[src/rtl/lcd_pkg.sv]
// Shared types and constants for the LCD segment scanner.
package lcd_pkg;

   typedef logic [1:0] lcd_h_t;

   localparam int LCD_SEGMENTS   = 16;
   localparam int LCD_H_COUNT    = 4;
   localparam int LCD_FRAME_BITS = 128;

   typedef enum logic [1:0] {
      ST_IDLE,
      ST_SETTLE,
      ST_SAMPLE,
      ST_COMMIT
   } lcd_state_t;

   function automatic logic [6:0] lcd_index(
      input lcd_h_t     h,
      input logic       b_sel,
      input logic [3:0] seg
   );
      return {h, b_sel, seg};
   endfunction

endpackage

[src/rtl/lcd_persist_cell.sv]
// One frame bit: working sample plus persistence counter.
module lcd_persist_cell #(
   parameter int PERSIST_FRAMES = 2
) (
   input  logic clk,
   input  logic reset,
   input  logic sample_en,
   input  logic sample_bit,
   input  logic commit,
   output logic filtered
);

   localparam int CW = $clog2(PERSIST_FRAMES + 1);

   logic          work;
   logic [CW-1:0] cnt;

   always_ff @(posedge clk or posedge reset) begin
      if (reset) begin
         work <= 1'b0;
         cnt  <= '0;
      end else begin
         if (sample_en)
            work <= sample_bit;
         if (commit) begin
            if (work)
               cnt <= CW'(PERSIST_FRAMES);
            else if (cnt != '0)
               cnt <= cnt - CW'(1);
         end
      end
   end

   assign filtered = (cnt != '0);

endmodule

[src/rtl/lcd_scanner.sv]
// Scans the 4 LCD common lines, filters flicker, publishes a 128-bit frame.
module lcd_scanner
   import lcd_pkg::*;
#(
   parameter int SETTLE_CYCLES  = 2,
   parameter int PERSIST_FRAMES = 2
) (
   input  logic        clk,
   input  logic        reset,
   input  logic        lcd_tick,
   input  logic        lcd_enable,
   output logic [1:0]  lcd_h,
   input  logic [15:0] segment_a,
   input  logic [15:0] segment_b,
   input  logic [6:0]  rd_addr,
   output logic        rd_data,
   output logic        frame_done,
   output logic        busy
);

   lcd_state_t state, state_n;
   logic [3:0] cnt, cnt_n;
   lcd_h_t     h_n;
   logic       sample;
   logic       commit;

   logic [LCD_FRAME_BITS-1:0] filtered;

   always_ff @(posedge clk or posedge reset) begin
      if (reset) begin
         state      <= ST_IDLE;
         cnt        <= '0;
         lcd_h      <= '0;
         frame_done <= 1'b0;
         rd_data    <= 1'b0;
      end else begin
         state      <= state_n;
         cnt        <= cnt_n;
         lcd_h      <= h_n;
         frame_done <= commit;
         rd_data    <= filtered[rd_addr];
      end
   end

   always_comb begin
      state_n = state;
      cnt_n   = cnt;
      h_n     = lcd_h;
      sample  = 1'b0;
      commit  = 1'b0;
      case (state)
         ST_IDLE: begin
            if (lcd_tick) begin
               state_n = ST_SETTLE;
               cnt_n   = 4'(SETTLE_CYCLES - 1);
            end
         end
         ST_SETTLE: begin
            if (cnt == 4'd0)
               state_n = ST_SAMPLE;
            else
               cnt_n = cnt - 4'd1;
         end
         ST_SAMPLE: begin
            sample = 1'b1;
            if (lcd_h == 2'd3) begin
               state_n = ST_COMMIT;
            end else begin
               h_n     = lcd_h + 2'd1;
               state_n = ST_IDLE;
            end
         end
         ST_COMMIT: begin
            commit  = 1'b1;
            h_n     = '0;
            state_n = ST_IDLE;
         end
         default: state_n = ST_IDLE;
      endcase
   end

   assign busy = (state != ST_IDLE);

   // Cell i maps to {h, b_sel, seg} = i, so only block lcd_h is written.
   for (genvar i = 0; i < LCD_FRAME_BITS; i++) begin : g_cell
      localparam lcd_h_t CH  = lcd_h_t'(i / (2 * LCD_SEGMENTS));
      localparam int     SEG = i % LCD_SEGMENTS;
      localparam bit     BSEL = ((i / LCD_SEGMENTS) % 2) == 1;

      logic raw;
      logic wr;

      assign raw = BSEL ? segment_b[SEG] : segment_a[SEG];
      assign wr  = sample && (lcd_h == CH);

      lcd_persist_cell #(
         .PERSIST_FRAMES(PERSIST_FRAMES)
      ) u_cell (
         .clk       (clk),
         .reset     (reset),
         .sample_en (wr),
         .sample_bit(raw & lcd_enable),
         .commit    (commit),
         .filtered  (filtered[i])
      );
   end

endmodule

[config.mk]
export PLATFORM = sky130hd
export DESIGN_NAME = lcd_scanner
export DESIGN_NICKNAME = d
export VERILOG_FILES = /design/src/rtl/lcd_pkg.sv /design/src/rtl/lcd_persist_cell.sv /design/src/rtl/lcd_scanner.sv
export SDC_FILE = /design/constraint.sdc
export NUM_CORES = 1
export LEC_CHECK = 0
export BUFFER_PORTS_ARGS = -buffer_cell sky130_fd_sc_hd__buf_4
export CAP_MARGIN = 20
export CORE_AREA = 2 2 187 189
export DETAILED_ROUTE_END_ITERATION = 10
export DIE_AREA = 0 0 189 191
export MAX_ROUTING_LAYER = met4
export PLACE_DENSITY = 0.8
export SETUP_SLACK_MARGIN = 0.5
export SLEW_MARGIN = 30
export SYNTH_ARGS = -nofsm -noshare
export SYNTH_HDL_FRONTEND = slang
export SYNTH_SLANG_ARGS = --single-unit
export TNS_END_PERCENT = 20
[constraint.sdc]
create_clock -name clk -period 16.3 [get_ports clk]
set_input_delay 3.26 -clock clk [delete_from_list [all_inputs] [get_ports clk]]
set_output_delay 3.26 -clock clk [all_outputs]
set_load 0.02 [all_outputs]
==> results.json, run 1 <==
{
  "status": "complete, no violations",
  "cts-root-buf": "clkbuf_16",
  "ys_types": 35,
  "most-common-layout-cells": "inv_1 (395), dfrtp_1 (394), a21oi_1 (313)",
  "use_met3": 0.04094,
  "cts_inserted_buffers": 43,
  "start_kind": "primary input",
  "crit-reg2reg-launch": "state[0]",
  "grt_pass1_vias": 15750,
  "fp.dieW_um": 189,
  "finalMaxSlewViolations": 0,
  "skew_ns": 0.01526,
  "cp.required_ns": 16.84,
  "intPower_w": 0.002688,
  "initial_core_util": 0.5949,
  "r2r-end": "g_cell[95].u_cell.cnt[1]",
  "postLayoutCoreUtil": 0.6582,
  "nets": 2383,
  "r2r_slack_ns": 13.37,
  "synth_top_family_by_area": "compound AO/OA/AOI/OAI gates",
  "cts_tree": "yes",
  "drc": 0,
  "fin_crit_sh": 0.3010,
  "final_common_cell": "inv_1",
  "end_kind": "async pin",
  "comb_power_share": 0.390,
  "via_count": 15760,
  "clk_latency_ns": 0.53,
  "synth_xor_area_frac": 0.0008631,
  "ys_warn_count": 0,
  "cts_sinks": 394,
  "ys_seq_area_frac": 0.4858,
  "power_frac_clock": 0.222,
  "ys_seq_elements": 394,
  "dp_hpwl_mm": 31.12,
  "hold_violations": 0,
  "cts_max_level": 2,
  "syn_nets": 2363,
  "fin_cells": 2695,
  "synth-main-ff-cell": "dfrtp_1",
  "syn_to_final_growth_pct": 10.64,
  "netlist_area_mm2": 0.02030,
  "swShare": 0.3771,
  "netSwitchingPower_w": 0.001627,
  "hold_class": "reg2reg",
  "holdPathStages": 1,
  "path_clk_slew_ns": 0.06,
  "io_pins": 48,
  "leakage_nw": 11.19,
  "wl_per_cell_um": 17.49,
  "ant_nets": 0,
  "drv_cap": 0,
  "numPortBuffers": 47,
  "fp.dieArea_mm2": 0.03610,
  "power_density_mw_per_mm2": 192.2,
  "min_from": "g_cell[93].u_cell.work",
  "synth_compound_area_frac": 0.1586,
  "setup_viol": 0,
  "ctsResizeCount": 0,
  "grt_setup_unrepaired": "false",
  "postCtsHoldBufs": 0,
  "via_per_inst": 5.847,
  "crit_arrival_ns": 5.45,
  "grt_pass1_wl_mm": 77.70,
  "fmax_mhz": 203.8,
  "synth_cells": 2186,
  "whs_ns": 0.4767,
  "min_period_ns": 4.907,
  "synth.area.mux_share": 0.05296,
  "whs_endpoint": "g_cell[93].u_cell.cnt[0]",
  "peakVddDrop_mv": 0.1280,
  "cp_max_fo": 111,
  "post_cts_buffers": 0,
  "grt_busiest_layer": "met2",
  "grt_overflow_total": 0,
  "synthAdderAreaFrac": 0.08261,
  "rows": 68,
  "antenna_found_initial": 3,
  "tightest_slew_ns": 0.8743,
  "gp_congestion": 0.8400,
  "setup-tns-final_ns": 0,
  "wirelength_mm": 47.15,
  "seqPwrFrac": 0.387,
  "synthSimpleGateAreaFrac": 0.1289,
  "path_class": "in2async",
  "drive_gt1_frac": 0.07689,
  "rr_worst_depth": 7,
  "first_pass_iters": 5,
  "ys_async_sr_fraction": 1.000,
  "cts_buffer_depth": 3,
  "core-area_mm2": 0.03412,
  "power_w": 0.004315,
  "avgSynthCellArea_um2": 9.284,
  "grt_use_met2": 0.4575,
  "slew_headroom": 0.4171,
  "dieHeight_um": 191,
  "drt_iter0_markers": 1218,
  "track_usage": 0.2751,
  "grt_start_max_net_pins": 122,
  "placed_cells": 2616,
  "synth-edff-count": 0,
  "grtUsageMet1": 0.3528
}
==> power by group through the flow <==
stage	combinational, W	clock (W)	sequential (W)
after floorplan	0.00126	0	0.00162
after global routing	0.00192	0.00101	0.00173
final	0.00168	0.000959	0.00167
after detailed placement	0.00165	0	0.00168
after global placement	0.00152	0	0.00165
after CTS	0.00168	0.000972	0.00167
==> flip-flops by register name, indices dropped and copies added (netlist names) <==
| signal | cells |
|---|---|
| g_cell.u_cell.cnt | 256 |
| g_cell.u_cell.work | 128 |
| cnt | 4 |
| lcd_h | 2 |
| state | 2 |
| frame_done | 1 |
| rd_data | 1 |
==> metrics by stage <==
step / setup slack (ns) / area (um^2)
after floorplan: 2.086 / 20300
after global placement: 10.53 / 20990
after detailed placement: 10.51 / 21020
after CTS: 11.06 / 22430
after global routing: 11.02 / 22460
final: 11.39 / 22460
==> cell families (layout without fill, tap and decap cells) <==
kind of cell,count (synthesis),after routing
mux,67,67
fa+ha+maj,134,134
buf+inv,482,533
simple gates,510,510
xor+xnor,2,2
other cells,0,3
flops,394,394
compound gates,597,597
==> synth_stat cells (2+ instances only) <==
cell type	instances	area share
inv_1	397	0.073
dfrtp_1	394	0.49
a21oi_1	313	0.077
o21ai_0	201	0.050
nand2_1	180	0.033
ha_1	134	0.083
nor2_1	102	0.019
nor3b_1	86	0.032
clkbuf_1	75	0.014
or4_1	59	0.022
nor3_1	39	0.0096
o22ai_1	34	0.010
or3_1	33	0.010
mux2i_1	32	0.016
mux4_2	32	0.036
o22a_1	32	0.014
o221ai_1	6	0.0026
buf_2	4	0.00099
nand2b_1	4	0.0012
nor2b_1	4	0.0012
a221oi_1	3	0.0013
buf_1	3	0.00055
mux2_2	3	0.0017
a21o_1	2	0.00074
a32o_1	2	0.00099
buf_6	2	0.0011
xor2_1	2	0.00086
==> critical path: stages <==
cell	delay [ns]
buf_4	0.13
inv_8	0.48
buf_6	0.59
buf_4	0.80
==> per-layer routing <==
metal,share of wire,wire [um]
met2,0.49,23270
met5,0,0
met1,0.42,19840
met3,0.060,2838
met4,0.025,1198
==> worst max path at each step <==
| stage | startpoint | endpoint | cells past startpoint |
|---|---|---|---|
| final | reset | g_cell[29].u_cell.cnt[0] | 4 |
| after global routing | reset | g_cell[60].u_cell.cnt[0] | 4 |
| after CTS | reset | g_cell[111].u_cell.cnt[1] | 4 |
| after detailed placement | reset | lcd_h[0] | 4 |
| after global placement | reset | cnt[1] | 4 |
| after floorplan | reset | cnt[0] | 1 |
==> cell type report <==
class | instances | area, um^2
sequential | 394 | 9859
tap | 455 | 569.3
antenna | 3 | 7.507
multi-input combinational | 1310 | 8621
clock buffer | 70 | 1378
fill | 2573 | 11660
inverter | 397 | 1498
timing repair buffer | 60 | 489.2
clock inverter | 6 | 33.78
No activity file was read; power rests on OpenSTA's default activity.
==> run 2: changes to the inputs <==
--- a/config.mk
+++ b/config.mk
@@ -7,11 +7,11 @@
 export LEC_CHECK = 0
 export BUFFER_PORTS_ARGS = -buffer_cell sky130_fd_sc_hd__buf_4
 export CAP_MARGIN = 20
-export CORE_AREA = 2 2 187 189
+export CORE_AREA = 2 2 192 194
 export DETAILED_ROUTE_END_ITERATION = 10
-export DIE_AREA = 0 0 189 191
+export DIE_AREA = 0 0 194 196
 export MAX_ROUTING_LAYER = met4
-export PLACE_DENSITY = 0.8
+export PLACE_DENSITY = 0.79
 export SETUP_SLACK_MARGIN = 0.5
 export SLEW_MARGIN = 30
 export SYNTH_ARGS = -nofsm -noshare
==> constraint.sdc (replaced) <==
create_clock -name clk -period 4 [get_ports clk]
set_input_delay 0.8 -clock clk [delete_from_list [all_inputs] [get_ports clk]]
set_output_delay 0.8 -clock clk [all_outputs]
set_load 0.02 [all_outputs]
==> run 2 against run 1 <==
  * Critical path type is now reg2reg
  * Via count down 0.12%
  * Combinational power rose to 4.1 times the previous value
  * Hold slack worse by 0.12 ns
  * Power rose to 4.2 times the previous value
  * Largest power group unchanged
  * Global-route usage down 1.3 points
  * Utilization decreased by 2.9 points
  * Die area grew 5.3%
  * Sequential power rose to 4.1 times the previous value
  * Clock skew increased by 0.0036 ns
  * Register-to-register slack lost 12 ns
  * Sequential cell count did not move
  * Highest routed layer unchanged
==> results.json, run 2 (synthesized netlist as in run 1, its figures left out) <==
{
  "most-common-layout-cells": "inv_1 (395), dfrtp_1 (394), a21oi_1 (313)",
  "setup_viol": 0,
  "core-area_mm2": 0.03608,
  "postLayoutCoreUtil": 0.6294,
  "cts-root-buf": "clkbuf_16",
  "io_pins": 48,
  "grt_start_max_net_pins": 97,
  "skew_ns": 0.01890,
  "fillers": 2850,
  "peakVddDrop_mv": 0.6717,
  "tightest_slew_ns": 0.7675,
  "wl_met2_mm": 22.97,
  "crit_slowest_cell": "a211oi_1",
  "worst-path-buf-inv": 1,
  "wl_met3_mm": 2.972,
  "syn_to_final_growth_pct": 11.90,
  "intPower_w": 0.01125,
  "numPortBuffers": 47,
  "hold_violations": 0,
  "finalMaxSlewViolations": 0,
  "nets": 2394,
  "min_period_ns": 2.466,
  "via_per_inst": 5.789,
  "rows": 70,
  "wirelength_mm": 47.18,
  "crit_family": "compound AO/OA/AOI/OAI gates",
  "end_kind": "flip-flop",
  "fmax_mhz": 405.6,
  "drv_cap": 0,
  "top_layer_used": "met4",
  "power_frac_clock": 0.236,
  "cts_tree": "yes",
  "wl_per_cell_um": 17.35,
  "fp.dieW_um": 194,
  "grt_setup_unrepaired": "false",
  "path_clk_slew_ns": 0.06,
  "gp_congestion": 0.8876,
  "antenna_found_initial": 2,
  "power_density_mw_per_mm2": 789.8,
  "setup-tns-final_ns": 0,
  "final_common_cell": "inv_1",
  "dp_hpwl_mm": 32.30,
  "fin_ws_ns": 1.534,
  "met1_length_mm": 19.72,
  "largest_reg_flops": 256,
  "cts_buffer_depth": 3,
  "fin_crit_sh": 0.6164,
  "grt_pass1_wl_mm": 78.73,
  "cts_inserted_buffers": 43,
  "drive_gt1_frac": 0.08315,
  "cp_max_fo": 5,
  "seqPwrFrac": 0.380,
  "ant_nets": 0,
  "slew_headroom": 0.4751,
  "grt_overflow_total": 0,
  "track_usage": 0.2622,
  "cp.required_ns": 4.42,
  "grt_pass1_vias": 15930,
  "status": "complete, no violations",
  "leakage_nw": 11.30,
  "fp.dieArea_mm2": 0.03802,
  "critPathMaxStageDelay_ns": 0.50,
  "postCtsHoldBufs": 0,
  "drc": 0,
  "hold_class": "in2async",
  "path_class": "reg2reg",
  "comb_power_share": 0.384,
  "post_cts_buffers": 0,
  "start_kind": "flip-flop",
  "ctsResizeCount": 0,
  "crit_arrival_ns": 2.88,
  "largest_registers": "g_cell.u_cell.cnt (256), g_cell.u_cell.work (128), cnt (4)",
  "dieHeight_um": 196,
  "first_pass_iters": 5,
  "pre_cts_slack_ns": 1.127,
  "drt_iter0_markers": 1072,
  "initial_core_util": 0.5624,
  "cts_sinks": 394,
  "via_count": 15740,
  "cts_max_level": 2,
  "regMostFlops": "g_cell.u_cell.cnt",
  "netSwitchingPower_w": 0.006688,
  "swShare": 0.3729,
  "crit_chain": "inv_1 -> ha_1 -> mux4_2 -> nor2b_1 -> a211oi_1 -> o22ai_1 -> a2111oi_2",
  "clk_latency_ns": 0.54
}
[run 2: cell count changes in the layout (fill, tap and decap cells not counted), sizes merged]
cell / delta
inv: -2
bufinv: +6
buf: +11
clkinvlp: +4
clkbuf: -12
clkinv: +5
diode: -1
[run 2: worst paths after layout]
check,from,endpoint,slack (ns),depth (start not counted)
max,g_cell[8].u_cell.cnt[0],rd_data,1.53,7
min in group clk,g_cell[63].u_cell.work,g_cell[63].u_cell.cnt[0],0.47,1
max reg2reg,g_cell[8].u_cell.cnt[0],rd_data,1.53,7
min reg2reg,g_cell[63].u_cell.work,g_cell[63].u_cell.cnt[0],0.47,1
min,reset,g_cell[3].u_cell.cnt[1],0.36,2
max in group asynchronous,reset,g_cell[63].u_cell.cnt[0],2.69,4
[run 2: power groups by stage]
stage | clock, W | sequential, W | combinational, W
finish | 0.00422 | 0.00682 | 0.00689
global route | 0.00445 | 0.00703 | 0.00788
CTS | 0.00427 | 0.00680 | 0.00689
detailed placement | 0 | 0.00685 | 0.00681
global placement | 0 | 0.00673 | 0.00622
floorplan | 0 | 0.00660 | 0.00514
[run 2: through the flow]
step | total power (W) | cell area, um^2 | cells | hold slack, ns
floorplan | 0.01174 | 20300 | 2186 | 0.4469
global placement | 0.01295 | 21160 | 2639 | 0.4588
detailed placement | 0.01366 | 21190 | 2640 | 0.4662
CTS | 0.01796 | 22710 | 2717 | 0.3602
global route | 0.01936 | 22710 | 2719 | 0.3716
finish | 0.01794 | 22710 | 2719 | 0.3589
[run 2: worst register-to-register path, stage by stage, from the launching register on]
cell and delay (ns):
dfrtp_1 0.35, inv_1 0.06, ha_1 0.27, mux4_2 0.48, nor2b_1 0.14, a211oi_1 0.50
o22ai_1 0.21, a2111oi_2 0.33
[run 2: layout make-up]
type,count,area [um^2],share of cell area
Tap cell,468,585.6,0.02578
Sequential cell,394,9859,0.4341
Clock inverter,19,252.7,0.01113
Timing Repair Buffer,71,628.1,0.02766
Inverter,397,1494,0.06578
Antenna cell,2,5.005,0.0002204
Multi-Input combinational cell,1310,8621,0.3796
Clock buffer,58,1265,0.05570
[run 2: per-layer routing]
layer  vias up  track usage
met5         -            -
met1      7732       0.3265
li1       7501            -
met2       405       0.4356
met3       102      0.04693
met4         0      0.08866
